File: src/rtl/updown_counter_pkg.sv
// Shared definitions for the up/down counter: end-of-range modes, FSM
// encodings, the flag payload carried down the output delay line and the
// width helper used to size the count.
package updown_counter_pkg;

    // End-of-range behaviour selected by the MODE parameter
    localparam int unsigned MODE_WRAP    = 0;
    localparam int unsigned MODE_SAT     = 1;
    localparam int unsigned MODE_ONESHOT = 2;

    typedef enum logic [1:0] {
        S_IDLE = 2'd0,
        S_RUN  = 2'd1,
        S_DONE = 2'd2
    } state_e;

    // Per-step status flags, travelling alongside the count
    typedef struct packed {
        logic tc;
        logic wrap;
        logic done;
    } flags_t;

    // Bits needed to hold 0..max_count-1 (never less than 1)
    function automatic int unsigned log2(input int unsigned max_count);
        int unsigned w;
        w = 1;
        for (int unsigned i = 1; i < 32; i++) begin
            if ((64'(1) << i) < 64'(max_count)) begin
                w = i + 1;
            end
        end
        return w;
    endfunction

endpackage

File: src/rtl/updown_counter_delay_line.sv
// DEPTH-stage register pipe with async active-low clear; DEPTH = 0 is a wire.
// Ports: clk, rst_n (active-low async clear), d_i (input word), q_o (delayed word).
module updown_counter_delay_line #(
    parameter int unsigned WIDTH = 1,
    parameter int unsigned DEPTH = 1
) (
    input  logic             clk,
    input  logic             rst_n,
    input  logic [WIDTH-1:0] d_i,
    output logic [WIDTH-1:0] q_o
);

    if (DEPTH == 0) begin : g_pass
        assign q_o = d_i;
    end else begin : g_pipe
        logic [WIDTH-1:0] pipe_q [DEPTH];

        // Shift register; stage 0 takes the input
        always_ff @(posedge clk or negedge rst_n) begin
            if (!rst_n) begin
                for (int unsigned i = 0; i < DEPTH; i++) begin
                    pipe_q[i] <= '0;
                end
            end else begin
                pipe_q[0] <= d_i;
                for (int unsigned i = 1; i < DEPTH; i++) begin
                    pipe_q[i] <= pipe_q[i-1];
                end
            end
        end

        assign q_o = pipe_q[DEPTH-1];
    end

endmodule

File: src/rtl/updown_counter.sv
// Modulo-MAX_COUNT up/down counter with programmable step and wrap,
// saturate or one-shot end-of-range behaviour.
// Ports:
//   clk, rst (async, active-low)
//   load/dataIn : synchronous load (clamped to MAX_COUNT-1), beats run
//   run/dir/step: advance by min(step, MAX_COUNT-1) up (dir=1) or down
//   count, tc, wrap, done : registered results, 1 + DELAY cycles after sampling
//   busy        : FSM in RUN, registered straight off the FSM (not delayed)
module updown_counter
    import updown_counter_pkg::*;
#(
    parameter int unsigned MAX_COUNT  = 32,
    parameter int unsigned BIT_WIDTH  = log2(MAX_COUNT),
    parameter int unsigned STEP_WIDTH = BIT_WIDTH,
    parameter int unsigned MODE       = MODE_WRAP,
    parameter int unsigned DELAY      = 0
) (
    input  logic                  clk,
    input  logic                  rst,
    input  logic                  load,
    input  logic                  run,
    input  logic                  dir,
    input  logic [STEP_WIDTH-1:0] step,
    input  logic [BIT_WIDTH-1:0]  dataIn,
    output logic [BIT_WIDTH-1:0]  count,
    output logic                  tc,
    output logic                  wrap,
    output logic                  done,
    output logic                  busy
);

    // One spare bit so count + step never overflows before range checks
    localparam int unsigned SUM_W = BIT_WIDTH + 1;
    localparam int unsigned PIPE_W = BIT_WIDTH + 3;
    localparam logic [SUM_W-1:0] LAST = SUM_W'(MAX_COUNT - 1);
    localparam logic [SUM_W-1:0] MODV = SUM_W'(MAX_COUNT);

    state_e                 state_q, state_d;
    logic [BIT_WIDTH-1:0]   count_q, count_d;
    flags_t                 flags_q, flags_d;
    logic                   busy_q;

    logic [SUM_W-1:0]       s_ext;
    logic [SUM_W-1:0]       cnt_ext;
    logic [SUM_W-1:0]       din_ext;
    logic [SUM_W-1:0]       sum_up;
    logic [SUM_W-1:0]       res;

    logic [PIPE_W-1:0]      pipe_d, pipe_q;

    // Core state, count and per-step flags
    always_ff @(posedge clk or negedge rst) begin
        if (!rst) begin
            state_q <= S_IDLE;
            count_q <= '0;
            flags_q <= '0;
            busy_q  <= 1'b0;
        end else begin
            state_q <= state_d;
            count_q <= count_d;
            flags_q <= flags_d;
            busy_q  <= (state_d == S_RUN);
        end
    end

    // Next-state, step arithmetic and flag generation
    always_comb begin
        state_d = state_q;
        count_d = count_q;
        flags_d = '0;
        cnt_ext = SUM_W'(count_q);
        din_ext = SUM_W'(dataIn);
        s_ext   = SUM_W'(step);
        if (s_ext > LAST) begin
            s_ext = LAST;
        end
        sum_up  = cnt_ext + s_ext;
        res     = cnt_ext;

        if (load) begin
            state_d = S_IDLE;
            count_d = BIT_WIDTH'((din_ext > LAST) ? LAST : din_ext);
        end else if (run && (state_q != S_DONE)) begin
            if (state_q == S_IDLE) begin
                state_d = S_RUN;
            end
            // A zero step holds the count and raises no flags
            if (s_ext != '0) begin
                if (dir) begin
                    if (sum_up <= LAST) begin
                        res = sum_up;
                    end else if (MODE == MODE_WRAP) begin
                        res          = sum_up - MODV;
                        flags_d.wrap = 1'b1;
                    end else begin
                        res = LAST;
                    end
                    flags_d.tc = (res == LAST);
                end else begin
                    if (cnt_ext >= s_ext) begin
                        res = cnt_ext - s_ext;
                    end else if (MODE == MODE_WRAP) begin
                        res          = cnt_ext + MODV - s_ext;
                        flags_d.wrap = 1'b1;
                    end else begin
                        res = '0;
                    end
                    flags_d.tc = (res == '0);
                end
                count_d = BIT_WIDTH'(res);
                if ((MODE == MODE_ONESHOT) && flags_d.tc) begin
                    state_d = S_DONE;
                end
            end
        end

        flags_d.done = (state_d == S_DONE);
    end

    // Output register plus DELAY extra stages on count and flags
    assign pipe_d = {count_q, flags_q};

    updown_counter_delay_line #(
        .WIDTH (PIPE_W),
        .DEPTH (DELAY + 1)
    ) u_delay (
        .clk   (clk),
        .rst_n (rst),
        .d_i   (pipe_d),
        .q_o   (pipe_q)
    );

    assign {count, tc, wrap, done} = pipe_q;
    assign busy = busy_q;

endmodule

File: config.mk
export PLATFORM = sky130hd
export DESIGN_NAME = updown_counter
export DESIGN_NICKNAME = d
export VERILOG_FILES = /design/src/rtl/updown_counter_pkg.sv /design/src/rtl/updown_counter_delay_line.sv /design/src/rtl/updown_counter.sv
export SDC_FILE = /design/constraint.sdc
export NUM_CORES = 1
export LEC_CHECK = 0
export ABC_CLOCK_PERIOD_IN_PS = 2500
export CAP_MARGIN = 20
export CORE_ASPECT_RATIO = 1.4
export CORE_UTILIZATION = 35
export DETAILED_ROUTE_END_ITERATION = 12
export PLACE_DENSITY = 0.59
export SKIP_CTS_REPAIR_TIMING = 1
export SLEW_MARGIN = 10
export SYNTH_ARGS = -nofsm -noshare
export SYNTH_HDL_FRONTEND = slang
export SYNTH_HIERARCHICAL = 1
export SYNTH_SLANG_ARGS = --single-unit
File: constraint.sdc
create_clock -name clk -period 2.5 [get_ports clk]
set_input_delay 0.5 -clock clk [delete_from_list [all_inputs] [get_ports clk]]
set_output_delay 0.5 -clock clk [all_outputs]
set_load 0.01 [all_outputs]
# Yosys cells after proc, flatten, opt, wreduce, memory -nomap -nowiden
# Index checks and enable logic that the tools add are counted.
# totals
ff_bits,19
in_bits,15
output_inout_bits,9
elab_cells,48
# op_classes
n_addsub,5
n_lt_le_gt_ge,2
n_eq_ne,4
mux,23
n_reduce_logical,7
# ops
op,n
2-to-1 mux 6 bit,10
2-to-1 mux 5 bit,4
2-to-1 mux 2 bit,7
adder 5 x 5 -> 6 bit,1
"adder 5 x 6 -> 6 bit, second input constant",1
"equality test 6 x 5 -> 1 bit, second input constant",1
"less-or-equal comparator 6 x 5 -> 1 bit, second input constant",1
zero test 6 bit,1
subtractor 5 x 5 -> 6 bit,1
subtractor 6 x 5 -> 6 bit,1
"subtractor 6 bit, second input constant",1
greater-or-equal comparator 5 bit,1
nonzero test 5 bit,1
nonzero test 2 bit,2
"equality test 2 x 1 -> 1 bit, second input constant",1
"equality test 2 bit, second input constant",1
zero test 2 bit,1
2-to-1 mux 1 bit,2
"!= test 2 bit, second input constant",1
AND reduction 2 bit,1
logical AND 1 bit,1

# Logic depth before layout (Yosys ltp)
# logic_depth
word_depth,12
ltp_mapped,8
mapped_depth_nobuf,8

# Cells and area by module
# Netlist, hierarchy kept.
# by_module_without_submodules
module,instances,cells_each,area_each_um2,seq_area_each_um2
updown_counter,1,105,935.9,275.3
updown_counter_delay_line,1,8,200.2,200.2

# Worst setup path before layout
# Ideal clock, no wire load.
# synth_timing
path_type,input-to-reg
startpoint,in step[2]
endpoint,reg flags_q[1] (netlist name)
setup_time_ns,0.131
arrival_time_ns,1.852
required_time_ns,2.369
setup_slack_ns,0.517
path_stages,7
n_path_buf,0
cell_sequence,inv_1 > ha_1 > inv_1 > a221oi_1 > nor3_1 > nor4b_1 > nor4_1
# synth_rtl
element,line,source
"start, declared",updown_counter.sv:23,"input logic [STEP_WIDTH-1:0] step,"
"end signal, assigned",updown_counter.sv:61,flags_q <= flags_d;
"end, declared",updown_counter.sv:40,"flags_t flags_q, flags_d;"

==> flow_summary_export.csv <==
group,metric,value,unit
floorplan,die_width,50.2,um
pwr,p_int,0.000612,W
route,routedWlPerCell,12.5,um
sta,finalCritPeriodShare,93.6,%
route,drt_iter0_markers,5,
cts,clk_pin_slew,0.07,ns
global_route,grt_max_degree,20,
sta,skew,0.00255,ns
cells_and_area,area_delta_synth_final,33.4,%
synthesis,ys_seq_elements,19,
placed_design,io_buffer_count,23,
route,drtAntennaViolNets,0,
placed_design,gp_congestion,0.847,
sta,tightest_slew,0.383,ns
pwr,p_sw_share,30.9,%
sta,rsz0062_at_grt,"no",
cts,clock_latency,0.26,ns
job,maxCapViolCount,0,
setup_path,cp_max_fo,3,
cts,ctsHtreeMaxLevel,1,
setup_path,cp-end-kind,"flip-flop",
synthesis,netlist_area,1140,sq um
route,drc,0,
floorplan,start_util,36.7,%
sta,hold_violations,0,
setup_path,cp.arrival,2.51,ns
cts,clock-sinks,19,
sta,fin_ws,0.161,ns
placed_design,preCtsSetupSlack,-0.124,ns
global_route,grtUsageTotal,15.3,%
synthesis,synthesis.nets,140,
sta,fin_crit,2.34,ns
setup_path,path_class,"primary input to flip-flop",
cells_and_area,drive_above_1_share,12.3,%
synthesis,synthTopCellsByArea,"dfrtp_1 (42%), ha_1 (11%), inv_1 (4.0%), xnor2_1 (3.9%), a21oi_1 (3.5%)",
global_route,grt_pass1_vias,921,
pwr,netSwitchingPower,0.000274,W
cts,clk_path_buf_depth,2,
sta,setup_violations,0,
global_route,grt-ovfl-total,0,
synthesis,ys_types,31,
pwr,power.share.clock,24.2,%
route,vias,901,
synthesis,synth_top_cell_by_area,"dfrtp_1",
global_route,antenna_found_initial,0,
synthesis,syn_inst,113,
placed_design,hpwl,1.87,mm
pwr,p_comb_share,35.5,%
status,status,"complete, no violations",
synthesis,ys_seq_area_share,41.9,%
setup_path,start_kind,"primary input",
floorplan,fp.dieH,69.4,um
floorplan,dieArea,3480,sq um
cells_and_area,layout_common_cells,"clkdlybuf4s50_1 (23), dfrtp_1 (19), inv_1 (12)",
cells_and_area,final_common_cell,"clkdlybuf4s50_1",
cells_and_area,fin_nets,174,
cts,cts_tree,"built",
route,wl,2.31,mm
setup_path,r2r_slack,0.43,ns
cts,cts_root_buffer,"clkbuf_8",
hold_path,hp-class,"flip-flop to flip-flop",
pwr,leakage,0.682,nW
sta,slew_violations,0,
route,drt_pass1_iterations,4,
cells_and_area,antenna_cells,0,
global_route,grt_pass1_wl,3.97,mm
pwr,ir_worst_vdd,257,uV
synthesis,synth.top_cell.area_share,41.9,%
route,vias_per_cell,4.87,
floorplan,rows,24,
pwr,p_seq_share,40.3,%
sta,finalSetupTns,0,ns
cts,cts_inserted_buffers,3,
floorplan,num_io_pins,24,
sta,fmax,427,MHz
synthesis,ys_warn_count,6,
pwr,p_total,0.000886,W
cells_and_area,fillers,293,
sta,maxSlewHeadroom,74.4,%
synthesis,syn_avg_cell_area,10.1,sq um
pwr,powerDensity,585,nW/um^2
setup_path,worstPathRequired,2.67,ns
floorplan,coreArea,3090,sq um
## per-layer routing
metal / track usage, % / up-vias / routed length [um]
met1: 17.1 / 428 / 974
li1: - / 447 / -
met3: 1.54 / 7 / 68
met5: 0 / - / 0
met2: 26.1 / 19 / 1160
met4: 11.1 / 0 / 102
## worst paths after layout
| path | endpoint | cells after the start | startpoint |
|---|---|---|---|
| max in group asynchronous | u_delay/q_o[5]$_DFF_PN0_ | 2 | rst |
| worst max register to register | flags_q[2]$_DFF_PN0_ | 8 | count_q[0]$_DFFE_PN0P_ |
| worst max-delay path | flags_q[2]$_DFF_PN0_ | 8 | step[0] |
| worst min register to register | u_delay/q_o[2]$_DFF_PN0_ | 0 | flags_q[2]$_DFF_PN0_ |
| worst min-delay path | u_delay/q_o[2]$_DFF_PN0_ | 0 | flags_q[2]$_DFF_PN0_ |
| min in group asynchronous | busy$_DFF_PN0_ | 2 | rst |
## stage by stage
step | instance area (sq um) | hold slack [ns] | instances | util, %
global placement | 1470 | 0.332 | 181 | 47.5
floorplan | 1140 | 0.204 | 113 | -
CTS | 1520 | 0.352 | 185 | 49.0
finish | 1520 | 0.348 | 185 | 49.0
detailed placement | 1470 | 0.336 | 181 | 47.5
global route | 1520 | 0.367 | 185 | 49.0
## cells in the mapped netlist
library cell / n
nand2b_1: 1
mux2_2: 1
or4_4: 1
nor2b_1: 2
nor3_1: 7
buf_2: 2
o21bai_1: 1
xnor2_1: 5
nand3b_1: 2
nand4_1: 1
xor2_1: 1
nand3_1: 3
mux2i_1: 4
a221oi_1: 1
buf_6: 1
nor3b_1: 1
nand2_1: 7
nor2_1: 7
dfrtp_1: 19
nor4b_1: 2
a211oi_1: 3
a21boi_0: 1
o221ai_4: 1
ha_1: 10
nor4_1: 1
o21ai_0: 4
inv_1: 12
clkbuf_1: 1
a21oi_1: 8
buf_1: 1
fa_1: 2
## area by class of cell
type                    instances  area, sq um  area share (%)
multi-input cells              77          587            38.7
flip-flops and latches         19          475            31.4
repair buffers                 34          313            20.6
well taps                      39         48.8            3.22
inverters                      12         45.0            2.97
clock buffers                   3         41.3            2.73
clock inverters                 1         5.00           0.330
## power groups by stage
stage / Combinational [W] / Clock [W] / Sequential [W]
global route: 0.000351 / 0.000236 / 0.000362
global placement: 0.000316 / 0 / 0.000363
finish: 0.000315 / 0.000214 / 0.000358
CTS: 0.000318 / 0.000226 / 0.000358
floorplan: 0.000185 / 0 / 0.000368
detailed placement: 0.000316 / 0 / 0.000364
## worst max-delay path: stages
cell and delay, ns:
clkdlybuf4s50_1 0.45, ha_1 0.25, fa_1 0.40, nand2b_1 0.18, a21oi_1 0.27, xnor2_1 0.16
nand4_1 0.10, a211oi_1 0.20
## kinds of logic after synthesis
group | after synthesis | share of synthesized area (%)
adder cells (fa/ha/maj) | 12 | 14.5
AND/OR/NAND/NOR | 35 | 16.3
XOR/XNOR | 6 | 4.63
buffers and inverters | 17 | 6.50
multiplexers | 5 | 4.52
flip-flops | 19 | 41.9
AO/OA/AOI/OAI | 19 | 11.7
## flip-flops by register name, summed over array words and instances (netlist names)
register,flops
count_q,5
u_delay/q_o,8
state_q,2
flags_q,3
busy,1
(Power assumes the default switching activity.)
